`src/rtl/rom_loader_pkg.sv`:
```
// Shared types and constants for the boot ROM loader.
package rom_loader_pkg;

    localparam logic [7:0] LOADER_MAGIC = 8'hA5;
    localparam int         INSTR_WIDTH  = 32;

    typedef enum logic [2:0] {
        IDLE   = 3'd0,
        LEN_LO = 3'd1,
        LEN_HI = 3'd2,
        DATA   = 3'd3,
        CHECK  = 3'd4,
        DONE   = 3'd5,
        ERROR  = 3'd6
    } loader_state_t;

endpackage

```
`src/rtl/rom_loader_packer.sv`:
```
// Packs little-endian stream bytes into 32-bit ROM words and issues the write.
// Latency: rom_we one cycle after the fourth byte of a word; never stalls its source.
module rom_loader_packer
    import rom_loader_pkg::*;
#(
    parameter int ADDR_WIDTH = 12
) (
    input  logic                   clk,
    input  logic                   rst_n,
    input  logic                   clear,
    input  logic                   byte_en,
    input  logic [7:0]             byte_data,
    output logic                   word_last,
    output logic [15:0]            word_idx,
    output logic                   rom_we,
    output logic [ADDR_WIDTH-1:0]  rom_waddr,
    output logic [INSTR_WIDTH-1:0] rom_wdata
);

    logic [1:0]  byte_idx;
    logic [23:0] word_buf;

    assign word_last = (byte_idx == 2'd3);

    always_ff @(posedge clk or negedge rst_n) begin
        if (!rst_n) begin
            byte_idx  <= 2'd0;
            word_buf  <= 24'd0;
            word_idx  <= 16'd0;
            rom_we    <= 1'b0;
            rom_waddr <= '0;
            rom_wdata <= '0;
        end else begin
            rom_we <= 1'b0;
            if (clear) begin
                byte_idx <= 2'd0;
                word_buf <= 24'd0;
                word_idx <= 16'd0;
            end else if (byte_en) begin
                byte_idx <= byte_idx + 2'd1;
                case (byte_idx)
                    2'd0: word_buf[7:0]   <= byte_data;
                    2'd1: word_buf[15:8]  <= byte_data;
                    2'd2: word_buf[23:16] <= byte_data;
                    2'd3: begin
                        // rom_wdata only changes here, so it stays stable across the strobe
                        rom_wdata <= {byte_data, word_buf};
                        rom_waddr <= word_idx[ADDR_WIDTH-1:0];
                        rom_we    <= 1'b1;
                        word_idx  <= word_idx + 16'd1;
                    end
                    default: ;
                endcase
            end
        end
    end

endmodule

```
`src/rtl/rom_loader.sv`:
```
// Boot loader: parses A5/count/data stream into ROM writes and holds the core in reset until loaded.
// Accepts one byte per cycle (byte_ready high after reset); ROM_LOADER_CHECKSUM_EN adds a trailing sum byte.
module rom_loader
    import rom_loader_pkg::*;
#(
    parameter int ROM_DEPTH  = 4096,
    parameter int ADDR_WIDTH = $clog2(ROM_DEPTH)
) (
    input  logic                   clk,
    input  logic                   rst_n,
    input  logic                   byte_valid,
    input  logic [7:0]             byte_data,
    output logic                   byte_ready,
    output logic                   rom_we,
    output logic [ADDR_WIDTH-1:0]  rom_waddr,
    output logic [INSTR_WIDTH-1:0] rom_wdata,
    output logic                   core_rst_n,
    output logic                   load_done,
    output logic                   load_err
);

    localparam logic [16:0] DEPTH_LIM = 17'(ROM_DEPTH);

    loader_state_t state;
    logic [15:0]   count;
    logic [15:0]   new_count;
    logic [15:0]   word_idx;
    logic          word_last;
    logic          xfer;
    logic          start;
    logic          data_en;
    logic          final_byte;
`ifdef ROM_LOADER_CHECKSUM_EN
    logic [7:0]    sum;
`endif

    assign xfer       = byte_valid && byte_ready;
    assign start      = xfer && (byte_data == LOADER_MAGIC) &&
                        ((state == IDLE) || (state == DONE) || (state == ERROR));
    assign data_en    = xfer && (state == DATA);
    assign new_count  = {byte_data, count[7:0]};
    assign final_byte = data_en && word_last && (word_idx == count - 16'd1);

    rom_loader_packer #(
        .ADDR_WIDTH (ADDR_WIDTH)
    ) u_packer (
        .clk       (clk),
        .rst_n     (rst_n),
        .clear     (start),
        .byte_en   (data_en),
        .byte_data (byte_data),
        .word_last (word_last),
        .word_idx  (word_idx),
        .rom_we    (rom_we),
        .rom_waddr (rom_waddr),
        .rom_wdata (rom_wdata)
    );

    always_ff @(posedge clk or negedge rst_n) begin
        if (!rst_n) begin
            state      <= IDLE;
            count      <= 16'd0;
            byte_ready <= 1'b0;
            core_rst_n <= 1'b0;
            load_done  <= 1'b0;
            load_err   <= 1'b0;
`ifdef ROM_LOADER_CHECKSUM_EN
            sum        <= 8'd0;
`endif
        end else begin
            byte_ready <= 1'b1;
            // Falls with load_done on a restart; rises one cycle after it so the last write has retired
            core_rst_n <= start ? 1'b0 : load_done;
            if (xfer) begin
                case (state)
                    IDLE, DONE, ERROR: begin
                        if (start) begin
                            state     <= LEN_LO;
                            load_done <= 1'b0;
                            load_err  <= 1'b0;
`ifdef ROM_LOADER_CHECKSUM_EN
                            sum       <= 8'd0;
`endif
                        end
                    end
                    LEN_LO: begin
                        count <= {8'd0, byte_data};
                        state <= LEN_HI;
                    end
                    LEN_HI: begin
                        count <= new_count;
                        if (new_count == 16'd0) begin
`ifdef ROM_LOADER_CHECKSUM_EN
                            state     <= CHECK;
`else
                            state     <= DONE;
                            load_done <= 1'b1;
`endif
                        end else if ({1'b0, new_count} > DEPTH_LIM) begin
                            state    <= ERROR;
                            load_err <= 1'b1;
                        end else begin
                            state <= DATA;
                        end
                    end
                    DATA: begin
`ifdef ROM_LOADER_CHECKSUM_EN
                        sum <= sum + byte_data;
                        if (final_byte) state <= CHECK;
`else
                        if (final_byte) begin
                            state     <= DONE;
                            load_done <= 1'b1;
                        end
`endif
                    end
`ifdef ROM_LOADER_CHECKSUM_EN
                    CHECK: begin
                        if (byte_data == sum) begin
                            state     <= DONE;
                            load_done <= 1'b1;
                        end else begin
                            state    <= ERROR;
                            load_err <= 1'b1;
                        end
                    end
`endif
                    default: state <= IDLE;
                endcase
            end
        end
    end

endmodule

```
`config.mk`:
```
export PLATFORM = sky130hd
export DESIGN_NAME = rom_loader
export DESIGN_NICKNAME = d
export VERILOG_FILES = /design/src/rtl/rom_loader_pkg.sv /design/src/rtl/rom_loader_packer.sv /design/src/rtl/rom_loader.sv
export SDC_FILE = /design/constraint.sdc
export NUM_CORES = 1
export LEC_CHECK = 0
export ABC_AREA = 0
export CORE_MARGIN = 4
export CORE_UTILIZATION = 47
export CTS_BUF_LIST = sky130_fd_sc_hd__clkbuf_8 sky130_fd_sc_hd__clkbuf_16
export DETAILED_ROUTE_END_ITERATION = 8
export GPL_ROUTABILITY_DRIVEN = 0
export MAX_ROUTING_LAYER = met4
export PLACE_DENSITY = 0.69
export SETUP_SLACK_MARGIN = 0.1
export SYNTH_ARGS = -nofsm -noshare
export SYNTH_HDL_FRONTEND = slang
export SYNTH_SLANG_ARGS = --single-unit
export TNS_END_PERCENT = 10
```
`constraint.sdc`:
```
create_clock -name clk -period 2.2 [get_ports clk]
set_input_delay 0.44 -clock clk [delete_from_list [all_inputs] [get_ports clk]]
set_output_delay 0.44 -clock clk [all_outputs]
set_load 0.02 [all_outputs]
```
==> flow_summary.ini <==
[setup_path]
cp-start-kind = flip-flop
crit_required_ns = 2.53
crit_start = count[6]
cpLargestDelayFamily = compound AO/OA/AOI/OAI gates
arrival_ns = 2.60
cp_max_fo = 5
critPathCaptureType = flip-flop
max_stage_delay_ns = 0.62
path_cells = or4_4, buf_6, a2111oi_4, nor4_2, a311o_2, nand3_4, o31a_1
reg2reg_slack_ns = -0.07
critPathBufInv = 1
crit_slowest_cell = or4_4
r2r-start = count[6]
path_class = reg -> reg

[yosys]
synth_flop_cell = dfrtp_1
ys_ff_latch = 110
syn_avg_cell_area_um2 = 8.974
ys_seq_area_share_pct = 52.26
synthArstFlopShare_pct = 100.0
synth.distinct_cells = 54
yosysMostFrequentCell = nand2_1
synth_edf_count = 0
netlist_instances = 587
netlist.area_leader.share_pct = 52.26
synth_commonest_cells = nand2_1 (184), dfrtp_1 (110), o21ai_0 (36), nand3_1 (34), clkbuf_1 (29)
synthesis.area_mm2 = 0.005268
ys_top_cells_by_area = dfrtp_1 (52%), nand2_1 (13%), o21ai_0 (3.4%), nand3_1 (3.2%), mux2_2 (3.0%)
synth_nets = 605
yosys.area.top_type = dfrtp_1
yosysWarnings = 0

[finish]
antenna_cells = 0
fin_util_pct = 62.48
final_cells = 842
fin_nets = 716
syn2layout_area_growth_pct = 29.14
fin_area_mm2 = 0.006803
layout-drive-gt1-share_pct = 18.80

[route]
routed_wl_um = 13740
drt_iter0_markers = 386
num_vias = 4620
vias_per_cell = 5.487
wl_per_cell_um = 16.32
drc_errors = 0
drtPass1Iterations = 5
ant_nets = 0

[floorplan]
dieHeight_um = 113.9
start_util_pct = 48.38
rows = 38
dieWidth_um = 113.9
die_area_mm2 = 0.01297
coreArea_mm2 = 0.01089
io_pins = 60

[sta]
rsz0062_at_grt = yes
hold_viol_final = 9
whs_ns = -0.009737
fin_setup_tns_ns = -0.1933
layout_min_cycle_time_ns = 2.267
min_period_over_period_pct = 103.1
fmax_mhz = 441.0
fin_worst_skew_ns = 0.01270
final_max_slew_viol_count = 0
fin_ws_ns = -0.06745
setup_viol = 3

[pwr]
p_leak_nw = 3.336
peakVddDrop_mv = 0.3639
pwr_density_cell_mw_per_mm2 = 594.2
total_power_mw = 4.042

[placement]
port_buffers = 59
place_ws_ns = -0.2620
dpl.hpwl_um = 9842
dp_cells = 822
placedInstanceArea_mm2 = 0.006480

[run]
max_cap_viol_count = 0

[grt]
gr-total-overflow = 0
track_usage_pct = 22.16
grt_first_pass_wirelength_um = 22180
antenna_found_initial = 0
grt_max_degree = 56
grt_pass1_vias = 4485

[clock_network]
path_clk_slew_ns = 0.10
cts_tree = done
cts_buffers = 9
htreeDepth = 3
clk_latency_ns = 0.39
cts_buffer_depth = 2
cts.sinks = 110
cts-root-buf = clkbuf_8

[run_status]
outcome = finished, violations left
violations = hold timing, setup timing

[hold_path]
hold_path_class = in -> async
==> worst register-to-register path: stages (launching register included) <==
cell       delay [ns]
dfrtp_1          0.44
or4_4            0.62
buf_6            0.15
a2111oi_4        0.30
nor4_2           0.06
a311o_2          0.41
nand3_4          0.09
o31a_1           0.14
==> final cells by class <==
class,count,area (um^2)
Fill cell,916,4085
Sequential cell,110,2756
Multi-Input combinational cell,433,2481
Timing Repair Buffer,134,1180
Tap cell,140,175.2
Clock buffer,9,123.9
Clock inverter,6,48.80
Inverter,10,37.54
==> kinds of logic after synthesis <==
kind of cell / synth area share (%)
buf+inv: 3.373
fa+ha+maj: 1.663
xor+xnor: 4.323
flops: 52.26
simple gates: 25.13
other cells: 0.07119
compound gates: 10.00
mux: 3.183
==> layer usage <==
metal  part of all wire [%]  wire length (um)  vias up  GRT usage [%]
met5                      0                 0        -              -
met4                    2.1               294        0          7.918
met3                    5.8               790       26          4.562
met2                     47              6390      132          33.57
met1                     46              6263     2259          29.81
li1                       -                 -     2203              -
==> where the power goes <==
group / internal, mW / switching (mW) / total (mW)
Sequential: 2.09 / 0.0705 / 2.16
Combinational: 0.324 / 0.426 / 0.750
Clock: 0.416 / 0.721 / 1.14
Total: 2.82 / 1.22 / 4.04
==> cell usage in the layout, fill, tap and decap left out, types with 3 or more instances in the layout <==
cell | synthesis | routed
a21oi_1 | 17 | 17
a31oi_1 | 6 | 6
and2_1 | 5 | 5
and3_1 | 5 | 5
buf_4 | 0 | 73
clkbuf_8 | 0 | 9
clkdlybuf4s50_1 | 0 | 58
clkinv_4 | 0 | 3
dfrtp_1 | 110 | 107
dfrtp_2 | 0 | 3
ha_1 | 7 | 6
inv_1 | 9 | 10
mux2_2 | 14 | 14
nand2_1 | 184 | 183
nand3_1 | 34 | 34
nand4_1 | 6 | 6
nor2_1 | 25 | 23
nor2b_1 | 4 | 4
nor3_1 | 8 | 7
nor4_1 | 5 | 3
o21ai_0 | 36 | 36
o22ai_1 | 3 | 3
o31ai_1 | 6 | 4
or3_1 | 6 | 5
or4_4 | 1 | 3
xnor2_1 | 13 | 13
xor2_1 | 13 | 13
==> registers in the layout, indices dropped and copies added (netlist names) <==
signal / cells
byte_ready: 1
u_packer.rom_we: 1
core_rst_n: 1
u_packer.byte_idx: 2
count: 16
u_packer.word_buf: 24
u_packer.rom_wdata: 32
u_packer.rom_waddr: 12
state: 3
u_packer.word_idx: 16
load_err: 1
load_done: 1
==> worst paths after layout <==
path | to | cells past startpoint
max in group asynchronous | u_packer.word_idx[2] | 2
max reg2reg | state[1] | 7
max | state[1] | 7
min in group clk | u_packer.rom_wdata[3] | 2
min | state[2] | 1
min reg2reg | u_packer.rom_wdata[3] | 2
==> what timing repair did <==
item / in CTS / in global routing
endpoints found under the setup margin: 3 / 21
gates resized for setup: 4 / 16
pin swaps: 1 / 6
hold endpoints to repair: 0 / 0
setup buffers: 1 / 4
cloned: 0 / 0
hold buffers: 0 / 0
Power figures use the tool's default switching activity.
